### config.mk
export PLATFORM = sky130hd
export DESIGN_NAME = rtc_bus_sched
export DESIGN_NICKNAME = d
export VERILOG_FILES = /design/src/rtl/rtc_bus_sched.sv
export SDC_FILE = /design/constraint.sdc
export NUM_CORES = 1
export LEC_CHECK = 0
export ABC_AREA = 1
export CORE_MARGIN = 2
export CORE_UTILIZATION = 50
export DETAILED_ROUTE_END_ITERATION = 10
export PLACE_DENSITY_LB_ADDON = 0.2
export SLEW_MARGIN = 25
export SYNTH_ARGS = -nofsm -noshare
export SYNTH_HDL_FRONTEND = slang
export SYNTH_SLANG_ARGS = --single-unit
### constraint.sdc
create_clock -name clk -period 3.1 [get_ports clk]
set_clock_uncertainty 0.1 [all_clocks]
set_input_delay 0.465 -clock clk [delete_from_list [all_inputs] [get_ports clk]]
set_output_delay 0.465 -clock clk [all_outputs]
set_load 0.005 [all_outputs]
### src/rtl/rtc_bus_sched.sv
// rtc_bus_sched
// Shared-bus scheduler for the RTC multiplexed address/data interface.
// Four bus-mastering sub-blocks raise requests; a round-robin arbiter picks
// one and the FSM runs a full Intel-style multiplexed cycle for it: address
// phase (setup, strobe, hold), a gap, then a write or read data phase,
// finishing with a one-cycle completion pulse to the winner.
// All bus outputs are registered and decoded from the next state, so the
// pins change cleanly on the same edge the FSM changes state.

module rtc_bus_sched #(
   parameter int P = 4
) (
   input  logic        clk,
   input  logic        rst,
   input  logic [3:0]  req,
   input  logic [3:0]  we,
   input  logic [31:0] addr_bus,
   input  logic [31:0] wdata_bus,
   output logic [3:0]  grant,
   output logic [3:0]  done,
   output logic [7:0]  rdata,
   output logic        busy,
   input  logic [7:0]  ADin,
   output logic [7:0]  ADout,
   output logic        oe,
   output logic        ad,
   output logic        cs,
   output logic        rd,
   output logic        wr
);

   typedef enum logic [3:0] {
      S_IDLE     = 4'd0,
      S_ARB      = 4'd1,
      S_A_SETUP  = 4'd2,
      S_A_STROBE = 4'd3,
      S_A_HOLD   = 4'd4,
      S_GAP      = 4'd5,
      S_D_SETUP  = 4'd6,
      S_D_STROBE = 4'd7,
      S_D_HOLD   = 4'd8,
      S_DONE     = 4'd9
   } state_t;

   state_t      r_state;
   state_t      w_next;

   logic [3:0]  r_cnt;
   logic [3:0]  w_cntNext;
   logic        w_phaseLast;

   logic [1:0]  r_ptr;
   logic [1:0]  r_owner;
   logic        r_we;
   logic [7:0]  r_addr;
   logic [7:0]  r_wdata;

   logic        w_found;
   logic [1:0]  w_winner;

   logic [1:0]  w_owner;
   logic        w_we;
   logic [7:0]  w_addr;
   logic [7:0]  w_wdata;
   logic [3:0]  w_ownerHot;

   logic [3:0]  r_grant;
   logic [3:0]  r_done;
   logic [7:0]  r_rdata;
   logic        r_busy;
   logic [7:0]  r_adout;
   logic        r_oe;
   logic        r_ad;
   logic        r_cs;
   logic        r_rd;
   logic        r_wr;

   logic [3:0]  w_grant;
   logic [3:0]  w_done;
   logic        w_busy;
   logic [7:0]  w_adout;
   logic        w_oe;
   logic        w_ad;
   logic        w_cs;
   logic        w_rd;
   logic        w_wr;

   // Strobe states are stretched to P cycles; the counter idles at zero
   // everywhere else so each strobe starts counting from a clean value.
   assign w_phaseLast = (r_cnt == 4'(P - 1));
   assign w_cntNext   = (((r_state == S_A_STROBE) || (r_state == S_D_STROBE)) && !w_phaseLast)
                        ? (r_cnt + 4'd1) : 4'd0;

   // Round-robin search starting just after the last winner, wrapping back
   // to the last winner itself so a lone requester can win repeatedly.
   always_comb begin
      logic [1:0] v_idx;
      v_idx    = 2'd0;
      w_found  = 1'b0;
      w_winner = r_ptr;
      for (int k = 1; k <= 4; k++) begin
         v_idx = r_ptr + 2'(k);
         if (!w_found && req[v_idx]) begin
            w_found  = 1'b1;
            w_winner = v_idx;
         end
      end
   end

   // While arbitrating, the transaction fields are not latched yet, so the
   // output decode for the first bus state looks straight at the winner's
   // inputs; afterwards it uses the latched copy.
   assign w_owner    = (r_state == S_ARB) ? w_winner : r_owner;
   assign w_we       = (r_state == S_ARB) ? we[w_winner] : r_we;
   assign w_addr     = (r_state == S_ARB) ? addr_bus[{w_winner, 3'b000} +: 8] : r_addr;
   assign w_wdata    = (r_state == S_ARB) ? wdata_bus[{w_winner, 3'b000} +: 8] : r_wdata;
   assign w_ownerHot = 4'b0001 << w_owner;

   // Next-state sequencing and the bus pin values that belong to that state.
   always_comb begin
      w_next  = r_state;
      w_grant = 4'b0000;
      w_done  = 4'b0000;
      w_adout = 8'h00;
      w_oe    = 1'b0;
      w_ad    = 1'b1;
      w_cs    = 1'b1;
      w_rd    = 1'b1;
      w_wr    = 1'b1;

      unique case (r_state)
         S_IDLE:     if (|req) w_next = S_ARB;
         S_ARB:      w_next = w_found ? S_A_SETUP : S_IDLE;
         S_A_SETUP:  w_next = S_A_STROBE;
         S_A_STROBE: if (w_phaseLast) w_next = S_A_HOLD;
         S_A_HOLD:   w_next = S_GAP;
         S_GAP:      w_next = S_D_SETUP;
         S_D_SETUP:  w_next = S_D_STROBE;
         S_D_STROBE: if (w_phaseLast) w_next = S_D_HOLD;
         S_D_HOLD:   w_next = S_DONE;
         S_DONE:     w_next = S_IDLE;
         default:    w_next = S_IDLE;
      endcase

      w_busy = (w_next != S_IDLE);

      case (w_next)
         S_A_SETUP, S_A_HOLD: begin
            w_grant = w_ownerHot;
            w_oe    = 1'b1;
            w_adout = w_addr;
            w_ad    = 1'b0;
         end
         S_A_STROBE: begin
            w_grant = w_ownerHot;
            w_oe    = 1'b1;
            w_adout = w_addr;
            w_ad    = 1'b0;
            w_cs    = 1'b0;
            w_wr    = 1'b0;
         end
         S_GAP: begin
            w_grant = w_ownerHot;
         end
         S_D_SETUP, S_D_HOLD: begin
            w_grant = w_ownerHot;
            if (w_we) begin
               w_oe    = 1'b1;
               w_adout = w_wdata;
            end
         end
         S_D_STROBE: begin
            w_grant = w_ownerHot;
            w_cs    = 1'b0;
            if (w_we) begin
               w_oe    = 1'b1;
               w_adout = w_wdata;
               w_wr    = 1'b0;
            end else begin
               w_rd    = 1'b0;
            end
         end
         S_DONE: begin
            w_grant = w_ownerHot;
            w_done  = w_ownerHot;
         end
         default: begin
         end
      endcase
   end

   // State, phase counter and registered bus pins; reset aborts any cycle
   // in flight and parks every strobe inactive.
   always_ff @(posedge clk) begin
      if (rst) begin
         r_state <= S_IDLE;
         r_cnt   <= 4'd0;
         r_grant <= 4'b0000;
         r_done  <= 4'b0000;
         r_busy  <= 1'b0;
         r_adout <= 8'h00;
         r_oe    <= 1'b0;
         r_ad    <= 1'b1;
         r_cs    <= 1'b1;
         r_rd    <= 1'b1;
         r_wr    <= 1'b1;
      end else begin
         r_state <= w_next;
         r_cnt   <= w_cntNext;
         r_grant <= w_grant;
         r_done  <= w_done;
         r_busy  <= w_busy;
         r_adout <= w_adout;
         r_oe    <= w_oe;
         r_ad    <= w_ad;
         r_cs    <= w_cs;
         r_rd    <= w_rd;
         r_wr    <= w_wr;
      end
   end

   // Capture the winner's transaction at arbitration so requesters may drop
   // or change their inputs once the cycle is under way.
   always_ff @(posedge clk) begin
      if (rst) begin
         r_ptr   <= 2'd3;
         r_owner <= 2'd0;
         r_we    <= 1'b0;
         r_addr  <= 8'h00;
         r_wdata <= 8'h00;
      end else if ((r_state == S_ARB) && w_found) begin
         r_ptr   <= w_winner;
         r_owner <= w_winner;
         r_we    <= we[w_winner];
         r_addr  <= addr_bus[{w_winner, 3'b000} +: 8];
         r_wdata <= wdata_bus[{w_winner, 3'b000} +: 8];
      end
   end

   // Read data is sampled from the pins as the read strobe ends and held
   // until the next read completes.
   always_ff @(posedge clk) begin
      if (rst) begin
         r_rdata <= 8'h00;
      end else if ((r_state == S_D_STROBE) && w_phaseLast && !r_we) begin
         r_rdata <= ADin;
      end
   end

   assign grant = r_grant;
   assign done  = r_done;
   assign rdata = r_rdata;
   assign busy  = r_busy;
   assign ADout = r_adout;
   assign oe    = r_oe;
   assign ad    = r_ad;
   assign cs    = r_cs;
   assign rd    = r_rd;
   assign wr    = r_wr;

endmodule
# Word level (Yosys, flattened, before mapping)

Cells that the tools add are included.

Shift operators: 3
Equality and inequality tests: 17
Mux-type cells: 35
Bitwise operators: 4
$add $sub $neg: 4
Reductions and logical operators: 24
$lt $le $gt $ge: 5

Operator list:

| operator                                                                      | count |
|---|---|
| 32-bit by 6-bit variable part select with 8-bit output                        | 2 |
| 4-bit case mux with 9 select lines                                            | 1 |
| 4-bit by 3-bit == test with 1-bit output (second input constant)              | 8 |
| 8-bit 2-to-1 mux                                                              | 3 |
| 4-bit by 2-bit == test with 1-bit output (second input constant)              | 5 |
| 8-bit case mux with 2 select lines                                            | 1 |
| 2-bit by 3-bit less-than comparator with 1-bit output (second input constant) | 5 |
| 1-bit 2-to-1 mux                                                              | 14 |
| 4-bit == test (second input constant)                                         | 3 |
| 2-bit 2-to-1 mux                                                              | 6 |
| 4-bit 2-to-1 mux                                                              | 3 |
| 1-bit binary-select mux with 2-bit select                                     | 5 |
| 2-bit OR reduction                                                            | 5 |
| 8-bit OR reduction                                                            | 1 |
| 1-bit logical AND                                                             | 7 |
| 3-bit OR reduction                                                            | 2 |
| 1-bit logical NOT                                                             | 5 |
| 2-bit adder (second input constant)                                           | 2 |
| 4-bit by 1-bit adder with 4-bit output (second input constant)                | 1 |
| 4-bit by 1-bit == test with 1-bit output (second input constant)              | 1 |
| 4-bit logical NOT                                                             | 1 |
| 1-bit NOT                                                                     | 4 |
| 1-bit case mux with 2 select lines                                            | 2 |
| 4-bit nonzero test                                                            | 1 |
| other kinds (4)                                                               | 4 |

Output and inout port bits: 30
Register bits after elaboration: 59
Logic and storage cells: 109

# Depth between registers and ports, before layout

Gate-level depths: netlist of the first run.

Word-level depth: 19
Gate-level depth with buffers: 18

# Worst setup path after synthesis of the first run

Ideal clock, no wire load.

Kind: register to register
Start: register r_cnt[0]
End: register r_rdata[1], in the netlist rdata[1]
Setup slack: 1.210 ns
Stages on the path, launching flop included: 11
Library setup time: 0.132 ns
Required time: 2.868 ns
Clock period less this slack: 1.890 ns
Data arrival time: 1.658 ns
Path buffers: 0
Cells stage by stage: dfxtp_1 > ha_1 > nand2_1 > nor2_1 > inv_1 > nor3_1 > inv_1 > nor2_1 > nand2_1 > nand2_1 > a21oi_1

Cells in the longest elaborated chain, start to end: 3

RTL lines:

| element                                  | RTL line | source |
|---|---|---|
| start: declaration                       | 48       | `logic [3:0] r_cnt;` |
| start signal: assignment                 | 209      | `r_cnt <= w_cntNext;` |
| 4-bit by 2-bit == test with 1-bit output | 90       | `assign w_phaseLast = (r_cnt == 4'(P - 1));` |
| 1-bit logical AND (2 in a row)           | 245      | `end else if ((r_state == S_D_STROBE) && w_phaseLast && !r_we) begin` |
| end signal: assignment                   | 246      | `r_rdata <= ADin;` |
| end: declaration                         | 69       | `logic [7:0] r_rdata;` |

No other way between the ends.
A chain may end at the register's enable or synchronous reset.

# Final worst setup path of the first run

Start: register r_ptr[0]
End: register r_adout[0], in the netlist ADout[0]

Cells in the longest elaborated chain, start to end: 18
Elaborated cells on any way between the ends: 44
Classes of those cells: 3 x add/sub; 6 x eq/ne; 2 x shift; 25 x mux; 8 x reduce/logical

RTL lines:

| element                                                                                         | RTL line | source |
|---|---|---|
| start: declaration                                                                              | 52       | `logic [1:0] r_ptr;` |
| start signal: assignment                                                                        | 232      | `r_ptr <= w_winner;` |
| parallel branches: the longest is 17 deep, another holds 2-bit by 1-bit adder with 2-bit output | n/a      |  |
| 8-bit case mux with 2 select lines *                                                            | 147      | `case (w_next)` |
| end signal: assignment                                                                          | 213      | `r_adout <= w_adout;` |
| end: declaration                                                                                | 71       | `logic [7:0] r_adout;` |

Every way passes the cells marked *. The select of a mux whose other input is x is not followed.

==> metrics, run 1 <==
outcome finished, final reports clean; logic gate share of total power 46.5%; critical-path cell list inv_6 -> nand2_1 -> nand2_1 -> nand2_1 -> nand2_2 -> inv_4 -> nand2_4 -> nand2_4 -> nand2_2 -> nand2_1 -> nand2_1 -> nand2_2 -> nand3_2 -> nand2_4 -> nand3_1 -> a21oi_1; fin crit period 2.633 ns; r2r startpoint r_ptr[0]$_SDFFE_PP1P_; Post-Place Cell Area 4533 sq um; Min-Delay Endpoint r_cnt[0]$_SDFF_PP0_; 1st-iter DRT viols 162; Worst Path Buf+Inv 2; CTS resizes 0; Skew-Pair Late Insertion Delay 0.34 ns; DR DRC count 0; Root Driver clkbuf_8; total global routing overflow 0; RSZ-0062 raised after global routing no; Non-Filler Cell Area, Final 4727 sq um; internal power 1.768 mW; RD Place Congestion 0.8678; crit end category flip-flop; Post-Syn Instances 522; r2r worst-path depth 16; synthesized cell area 3388 sq um; WP data arrival 2.79 ns; CP Max Fanout 17; Die H 86.32 um; placed cell count 699; antenna-violating nets left 0; Ys Warns 0; ys async rst share 0%; count leader, synth nand2_1; antenna diode count 0; Min-Delay Path Depth 1; IO Pins 112; clock buffer depth 2; required time worst endpoint 3.26 ns; Final period util 84.94%; number of setup buffers added after CTS 0; layout cells sized above 1 8.044%; top cell type by total area after synthesis dfxtp_1; Final Non-Filler Cells 714; max-slew violation count 0; Via density 5.261; r2r endpoint ADout[0]$_SDFF_PP0_; VDD IR max 0.2986 mV; CP most frequent cell nand2_1; vias in the first global route 3564; pin count of the biggest net entering global routing 40; H-tree depth 3; core area 6681 sq um; Fin Hold WS 0.3611 ns; clock sinks 59; Pleak 2.172 nW; Clk pwr share 23.4%; most frequent cells after synthesis 154 x nand2_1, 88 x nand3_1, 59 x dfxtp_1, 59 x inv_1, 39 x nor2_1; dpl hpwl 6694 um; FF+latch count, synth 59; setup_tns 0 ns; first-pass GRT wire length 15180 um; wire per inst 12.80 um; r2r setup slk 0.47 ns; Yosys cell types 34; clock transition at the registers of the reported paths 0.06 ns; CP max-delay cell dfxtp_1; Initial Utilization 50.71%; fillcell total 593; Synth area leaders dfxtp_1 35%, nand2_1 17%, nand3_1 13%, inv_1 6.5%, o211ai_1 6.0%; CTS Hold Bufs 0; top_reg_cell synth dfxtp_1; Detailed Route WL 9140 um; DRT Pass-1 Iters 5; Hold Startpoint r_cnt[0]$_SDFF_PP0_; Synth Net Count 605; Synth top area share 34.86%; row cnt 30; gr usage total 25.19%; Worst path top cell family by delay simple AND/OR/NAND/NOR gates; CP Launch Type flip-flop; initial antenna violation count 0; Hold Fails Final Rpt 0; number of synthesized flops with an enable pin 0; IO Port Bufs 111; kind of critical path reg2reg; Syn-to-layout area delta 39.51%; Psw 1.222 mW; Sw Ratio 40.88%; Max Freq 379.8 MHz; sequential area share after synthesis 34.86%; Layout Nets 713; Max-Cap Viols 0; Largest stage delay, worst path 0.67 ns; power density cells 632.6 nW/um^2; Slew @ Worst Pin 0.7969 ns; Inserted Clock Buffers 9; Syn Area/Cell 6.491 sq um; TritonCTS clock tree yes; die area 7451 sq um; Rel. slew slack 46.82%; Finish-stage setup viols 0; sequential share of power 30.1%; Vias 3756; Hold/Removal Path Class reg2reg; Die Wd 86.32 um; fin util 70.75%
==> power groups by stage <==
stage                     sequential (mW)  clock, mW  combinational (mW)
after floorplan                     0.897          0                1.04
after global placement              0.911          0                1.34
after detailed placement            0.912          0                1.38
after CTS                           0.898      0.705                1.39
after global routing                0.907      0.738                1.55
final                               0.900      0.699                1.39
==> placed cells by master, fill, tap and decap left out, types with 2 or more instances in the layout <==
cell / count
nand2_1: 154
clkdlybuf4s50_1: 111
nand3_1: 88
dfxtp_1: 59
inv_1: 59
nor2_1: 39
o211ai_1: 27
a21oi_1: 21
clkbuf_8: 11
nor3_1: 8
nand2_2: 8
nand2_4: 7
buf_4: 7
inv_2: 4
or2_1: 3
o21ai_0: 3
inv_4: 2
nand3_2: 2
nand4_1: 2
o21ai_1: 2
clkbuf_1: 2
==> kinds of logic (layout without fill, tap and decap cells) <==
| family | count (synthesis) | in the layout | synth area share (%) |
|---|---|---|---|
| AO/OA/AOI/OAI | 56 | 56 | 10.56 |
| flip-flops | 59 | 59 | 34.86 |
| adder cells (fa/ha/maj) | 1 | 1 | 0.3692 |
| buffers and inverters | 88 | 200 | 11.23 |
| AND/OR/NAND/NOR | 317 | 317 | 42.73 |
| XOR/XNOR | 1 | 1 | 0.2585 |
==> worst max-delay path by stage <==
stage	start	endpoint	slack [ns]	cells past startpoint
2_1_floorplan	r_cnt[0]$_SDFF_PP0_	rdata[1]$_SDFFE_PP0P_	1.21	10
3_3_place_gp	req[1]	ADout[4]$_SDFF_PP0_	0.38	15
3_5_place_dp	req[1]	ADout[4]$_SDFF_PP0_	0.27	15
4_1_cts	r_ptr[0]$_SDFFE_PP1P_	ADout[0]$_SDFF_PP0_	0.47	16
5_1_grt	r_ptr[0]$_SDFFE_PP1P_	ADout[5]$_SDFF_PP0_	0.23	16
6_report	r_ptr[0]$_SDFFE_PP1P_	ADout[0]$_SDFF_PP0_	0.47	16
==> final cells by class <==
type | instances | area, sq um | share of cell area (%)
clock buffer | 13 | 158.9 | 3.362
clock inverter | 2 | 35.03 | 0.7411
inverter | 67 | 261.5 | 5.532
multi-input combinational | 375 | 1827 | 38.64
sequential | 59 | 1181 | 24.99
tap | 80 | 100.1 | 2.118
timing repair buffer | 118 | 1164 | 24.62
==> state kept, by name, indices dropped and copies added, names as in the netlist <==
register and cells:
rd 1, r_cnt 4, grant 4, wr 1
r_addr 8, busy 1, cs 1, r_owner 2
done 4, r_wdata 8, r_state 4, rdata 8
ad 1, r_ptr 2, ADout 8, oe 1
r_we 1
==> through the flow <==
stage,total power [mW],worst slack (ns)
2_1_floorplan,1.936,1.210
3_3_place_gp,2.251,0.3751
3_5_place_dp,2.290,0.2708
4_1_cts,2.989,0.4683
5_1_grt,3.200,0.2305
6_report,2.990,0.4668
==> metal layers <==
layer / vias up / track usage, % / wire length [um]
li1: 1898 / - / -
met1: 1718 / 29.71 / 3860
met2: 128 / 45.59 / 4578
met3: 12 / 6.381 / 602
met4: 0 / 6.108 / 99
met5: - / 0 / 0
==> worst reg2reg max path: stages, from the launching register on <==
cell and delay (ns):
dfxtp_1 0.67, inv_6 0.12, nand2_1 0.11, nand2_1 0.09, nand2_1 0.10, nand2_2 0.08, inv_4 0.10, nand2_4 0.08
nand2_4 0.17, nand2_2 0.21, nand2_1 0.10, nand2_1 0.07, nand2_2 0.07, nand3_2 0.10, nand2_4 0.13, nand3_1 0.10
a21oi_1 0.16
(Power assumes the default switching activity.)
==> run 2: changes to the inputs <==
--- a/config.mk
+++ b/config.mk
@@ -7,7 +7,7 @@
 export LEC_CHECK = 0
 export ABC_AREA = 1
 export CORE_MARGIN = 2
-export CORE_UTILIZATION = 50
+export CORE_UTILIZATION = 42
 export DETAILED_ROUTE_END_ITERATION = 10
 export PLACE_DENSITY_LB_ADDON = 0.2
 export SLEW_MARGIN = 25
==> constraint.sdc (replaced) <==
create_clock -name clk -period 2.1 [get_ports clk]
set_clock_uncertainty 0.1 [all_clocks]
set_input_delay 0.315 -clock clk [delete_from_list [all_inputs] [get_ports clk]]
set_output_delay 0.315 -clock clk [all_outputs]
set_load 0.005 [all_outputs]
==> run 2 against run 1 <==
  * Worst hold slack lost 0.043 ns
  * Utilization decreased by 3.2 points
  * Via count up 0.96%
  * Die area rose by 18%
  * Sequential cell count is the same
  * Non-clock buffer count is 24 higher
  * Largest cell class unchanged
  * Register-to-register slack worse by 0.42 ns
  * Sequential power is 47% higher
==> metrics, run 2 (synthesis results as in run 1) <==
Max-Cap Viols 0 (unchanged); setup_tns 0 ns (unchanged); Die Wd 93.82 um (+8.7%); RD Place Congestion 0.8714 (+0.41%); total global routing overflow 0 (unchanged); Via density 4.970 (-5.5%); IO Port Bufs 111 (unchanged); die area 8801 sq um (+18%); Slew @ Worst Pin 0.3929 ns (-0.4040 ns); clock transition at the registers of the reported paths 0.08 ns (+0.02 ns); initial antenna violation count 0 (unchanged); power density cells 965.3 nW/um^2 (+53%); pin count of the biggest net entering global routing 40 (unchanged); CTS Hold Bufs 0 (unchanged); row cnt 32 (+6.7%); WP data arrival 2.23 ns (-0.56 ns); r2r startpoint r_ptr[0]$_SDFFE_PP1P_; Inserted Clock Buffers 9 (unchanged); Detailed Route WL 9719 um (+6.3%); Max Freq 486.8 MHz (+28%); Pleak 2.386 nW (+9.8%); Post-Place Cell Area 4801 sq um (+5.9%); VDD IR max 0.4777 mV (+60%); Root Driver clkbuf_8; outcome finished, final reports clean; Final Non-Filler Cells 763 (+6.9%); r2r setup slk 0.05 ns (-0.42 ns); RSZ-0062 raised after global routing yes; most frequent cells in the layout 139 x nand2_1, 109 x clkdlybuf4s50_1, 73 x nand3_1, 59 x inv_1, 56 x dfxtp_1; Hold Startpoint r_cnt[0]$_SDFF_PP0_; gr usage total 21.60% (-3.6 points); H-tree depth 3 (unchanged); Multi-input gate area 2012 sq um (+10%); core area 7767 sq um (+16%); kind of critical path reg2reg; crit end category flip-flop; placed cell count 743 (+6.3%); Initial Utilization 43.62% (-7.1 points); fin util 67.57% (-3.2 points); antenna diode count 0 (unchanged); IO Pins 112 (unchanged); first-pass GRT wire length 15170 um (about the same); required time worst endpoint 2.27 ns (-0.99 ns); Finish-stage setup viols 0 (unchanged); Layout Nets 739 (+3.6%); 1st-iter DRT viols 214 (+32%); wire per inst 12.74 um (-0.49%); max-slew violation count 0 (unchanged); CP Launch Type flip-flop; clock buffer depth 2 (unchanged); Vias 3792 (+0.96%); vias in the first global route 3430 (-3.8%); CP startpoint r_ptr[0]$_SDFFE_PP1P_; Skew-Pair Late Insertion Delay 0.34 ns (about the same); fillcell total 659 (+11%); layout cells sized above 1 18.31% (+10 points); DRT Pass-1 Iters 4 (-1); TritonCTS clock tree yes; Rel. slew slack 73.81% (+27 points); Syn-to-layout area delta 54.91%; dpl hpwl 7070 um (+5.6%); DR DRC count 0 (unchanged); Hold Fails Final Rpt 0 (unchanged); CP Max Fanout 7 (-10); Hold/Removal Path Class reg2reg; Die H 93.82 um (+8.7%); antenna-violating nets left 0 (unchanged); Non-Filler Cell Area, Final 5249 sq um (+11%); register area 1190 sq um (+0.74%); most common cell after layout, fill and taps aside nand2_1; Final period util 97.82% (+13 points); clock sinks 59 (unchanged); fin crit period 2.054 ns (-0.5790 ns)
## run 2: cell count changes in the layout (fill, tap and decap cells not counted), moves of 4 or more
cell / change
nand3_2: +12
nand2_2: +15
buf_12: +6
nand3_1: -15
a21oi_1: -4
a21oi_2: +4
buf_4: +15
nand2_1: -15
## run 2: final timing paths
path	depth (start not counted)	to
worst max register to register	14	ADout[4]$_SDFF_PP0_
worst max-delay path	14	ADout[4]$_SDFF_PP0_
worst min-delay path	1	r_cnt[0]$_SDFF_PP0_
worst min register to register	1	r_cnt[0]$_SDFF_PP0_
## run 2: critical path: stages (launching register included)
cell,delay [ns]
dfxtp_4,0.38
buf_6,0.13
nand2_2,0.05
nand2_2,0.07
nand2_2,0.07
nand2_2,0.07
inv_4,0.10
nand4_1,0.20
nand2_8,0.19
clkinv_8,0.09
nand2_4,0.07
nand3_4,0.08
nand2_4,0.14
nand3_2,0.10
a21oi_2,0.15
## run 2: what timing repair did
item	CTS	global route
cloned	0	2
resized for setup	1	60
setup endpoints to repair	22	46
pin swaps	0	26
setup buffers	0	2
## run 2: metal layers
metal  track usage (%)  wire, um  up-vias  part of all wire (%)
met3             3.371       484       16                   5.0
li1                  -         -     1967                     -
met4             7.246       178        0                   1.8
met1             26.88      4171     1705                    43
met2             37.86      4885      104                    50
met5                 0         0        -                     0
## run 2: final cells by class
type / instances / share of cell area, %
Clock buffer: 10 / 2.622
Clock inverter: 6 / 1.216
Inverter: 67 / 5.221
Multi-Input combinational cell: 376 / 38.33
Sequential cell: 59 / 22.67
Tap cell: 102 / 2.431
Timing Repair Buffer: 142 / 27.34
Timing Repair inverter: 1 / 0.1669
## run 2: report_power, final
group	total (mW)	leakage (nW)	internal, mW	switching (mW)
Clock	1.05	0.0987	0.580	0.474
Combinational	2.69	1.80	1.14	1.55
Sequential	1.32	0.482	1.25	0.0716
Total	5.07	2.39	2.97	2.09
## run 2: per-stage QoR
| step | power, mW | hold WS [ns] | worst slack, ns |
|---|---|---|---|
| floorplan | 2.858 | 0.3175 | 0.2096 |
| global route | 5.415 | 0.3432 | -0.05982 |
| global placement | 3.678 | 0.3331 | -0.2541 |
| detailed placement | 3.712 | 0.3339 | -0.3138 |
| finish | 5.066 | 0.3184 | 0.04578 |
| CTS | 4.762 | 0.3495 | 0.04139 |
==> run 3: changes to the inputs <==
--- a/config.mk
+++ b/config.mk
@@ -7,8 +7,9 @@
 export LEC_CHECK = 0
 export ABC_AREA = 1
 export CORE_MARGIN = 2
-export CORE_UTILIZATION = 42
+export CORE_UTILIZATION = 57
 export DETAILED_ROUTE_END_ITERATION = 10
+export DONT_BUFFER_PORTS = 1
 export PLACE_DENSITY_LB_ADDON = 0.2
 export SLEW_MARGIN = 25
 export SYNTH_ARGS = -nofsm -noshare
==> run 3 against run 2 <==
  * The run now ends with negative hold slack left
  * Cell count shrank 19%
  * Largest power group unchanged
  * Cell area shrank 23%
  * Clock power grew 11%
  * Setup slack lost 0.016 ns
  * Fmax shrank 0.77%
==> metrics, run 3 (synthesis results as in run 1) <==
CP Max Fanout 16 (+9); WP data arrival 2.24 ns (about the same); fillcell total 511 (-22%); crit end category flip-flop; Multi-input gate area 1987 sq um (-1.2%); register area 1190 sq um (unchanged); row cnt 28 (-13%); gr usage total 26.99% (+5.4 points); Min-Delay Path Depth 1 (unchanged); fin util 69.94% (+2.4 points); r2r worst-path depth 16 (+2); most common cell after layout, fill and taps aside nand2_1; CP most frequent cell nand2_4; Root Driver clkbuf_8; total global routing overflow 0 (unchanged); Slew @ Worst Pin 0.4116 ns (+0.01873 ns); Max-Cap Viols 0 (unchanged); Worst Path Buf+Inv 3 (unchanged); Die H 81.10 um (-14%); Clk pwr share 24.1% (+3.3 points); RSZ-0062 raised after global routing yes; CP Launch Type flip-flop; Final period util 98.58% (+0.76 points); Syn-to-layout area delta 20.05%; first-pass GRT wire length 13830 um (-8.8%); Worst path top cell family by delay simple AND/OR/NAND/NOR gates; vias in the first global route 3119 (-9.1%); Max Freq 483.0 MHz (-0.77%); most frequent cells in the layout 143 x nand2_1, 82 x nand3_1, 59 x inv_1, 56 x dfxtp_1, 36 x nor2_1; Psw 2.014 mW (-3.8%); Largest stage delay, worst path 0.40 ns (+0.02 ns); clock transition at the registers of the reported paths 0.07 ns (about the same); Via density 5.519 (+11%); layout cells sized above 1 19.12% (+0.81 points); Skew-Pair Late Insertion Delay 0.34 ns (about the same); VDD IR max 0.7120 mV (+49%); Hold/Removal Path Class in2reg; kind of critical path reg2reg; logic gate share of total power 48.5% (-4.6 points); IO Port Bufs 0 (-100%); initial antenna violation count 0 (unchanged); Die Wd 81.10 um (-14%); Rel. slew slack 72.47% (-1.3 points); outcome finished, violations left; max-slew violation count 0 (unchanged); RD Place Congestion 0.8670 (-0.50%); Final Non-Filler Cells 619 (-19%); Layout Nets 622 (-16%); critical-path cell list buf_6 -> nand2_4 -> nand2_4 -> nand2_2 -> nand2_2 -> clkinv_4 -> nand2_4 -> nand2_4 -> buf_12 -> nand3_1 -> nand2_1 -> nand2_1 -> nand3_1 -> nand2_1 -> nand3_1 -> a21oi_1; internal power 2.854 mW (-4.0%); Inserted Clock Buffers 9 (unchanged); 1st-iter DRT viols 202 (-5.6%); fin crit period 2.070 ns (+0.01600 ns); DR DRC count 0 (unchanged); TritonCTS clock tree yes; Detailed Route WL 9060 um (-6.8%); required time worst endpoint 2.27 ns (about the same); Pleak 1.920 nW (-20%); IO Pins 112 (unchanged); Hold Fails Final Rpt 22 (+22); antenna-violating nets left 0 (unchanged); placed cell count 594 (-20%); clock sinks 59 (unchanged); power density cells 1197 nW/um^2 (+24%); pin count of the biggest net entering global routing 40 (unchanged); failing checks negative hold slack; Initial Utilization 58.26% (+15 points); wire per inst 14.64 um (+15%); die area 6577 sq um (-25%); sequential share of power 27.4% (+1.3 points); CTS Hold Bufs 1 (+1); Finish-stage setup viols 0 (unchanged); antenna diode count 0 (unchanged); Sw Ratio 41.37% (+0.049 points); clock buffer depth 2 (unchanged); Vias 3416 (-9.9%); Fin Hold WS -0.05941 ns (-0.3778 ns); H-tree depth 3 (unchanged); CP max-delay cell dfxtp_4; core area 5816 sq um (-25%); cell depth of the worst setup path 16 (+2); dpl hpwl 6127 um (-13%); DRT Pass-1 Iters 7 (+3)
==> run 3: cell count changes in the layout (fill, tap and decap cells not counted), sizes merged <==
cell           change
dlymetal6s2s       -2
inv                -3
clkinv             +1
clkdlybuf4s50    -109
dlygate4sd3        +1
clkbuf             +1
bufinv             +1
buf                -7
==> run 3: layer usage <==
layer  up-vias  track usage (%)  share of wire [%]
li1       1727                -                  -
met1      1562            33.47                 42
met2       115            46.03                 50
met3        12            7.222                6.7
met4         0            7.627                1.4
met5         -                0                  0
==> run 3: cell type report <==
type | instances | area share [%]
clock buffer | 10 | 3.384
clock inverter | 6 | 2.184
inverter | 67 | 6.859
multi-input combinational | 376 | 48.85
sequential | 59 | 29.25
tap | 75 | 2.307
timing repair buffer | 26 | 7.167
==> run 3: repair_timing <==
action	4_1_cts	5_1_grt
endpoints found under the setup margin	25	38
pin swaps	0	22
gates resized for setup	5	51
setup buffers	0	5
endpoints found under the hold margin	25	22
gates cloned	0	3
==> run 3: power groups by stage <==
stage                     logic (mW)  clock network [mW]  registers [mW]
after floorplan                 1.53                   0            1.32
after global placement          1.98                   0            1.35
after detailed placement        2.03                   0            1.35
after CTS                       2.04                1.18            1.33
after global routing            2.63                1.23            1.35
final                           2.36                1.17            1.33
==> run 3: path summary, 6_finish.rpt <==
path / startpoint / end / slack [ns]
hold / removal: rst / ADout[0]$_SDFF_PP0_ / -0.06
setup reg to reg: r_ptr[0]$_SDFFE_PP1P_ / ADout[2]$_SDFF_PP0_ / 0.03
setup / recovery: r_ptr[0]$_SDFFE_PP1P_ / ADout[2]$_SDFF_PP0_ / 0.03
hold reg to reg: r_cnt[0]$_SDFF_PP0_ / r_cnt[0]$_SDFF_PP0_ / 0.32
==> run 3: stage by stage <==
stage / power [mW] / cell area (sq um) / hold WS, ns / TNS [ns] / setup WS (ns)
after floorplan: 2.858 / 3388 / 0.3175 / 0 / 0.2096
after global placement: 3.331 / 3548 / 0.2863 / -0.001603 / -0.001603
after detailed placement: 3.377 / 3548 / 0.2884 / -0.7266 / -0.1148
after CTS: 4.551 / 3799 / -0.07298 / 0 / 0.02311
after global routing: 5.215 / 4068 / -0.08168 / -0.7946 / -0.08753
final: 4.868 / 4068 / -0.05941 / 0 / 0.02978
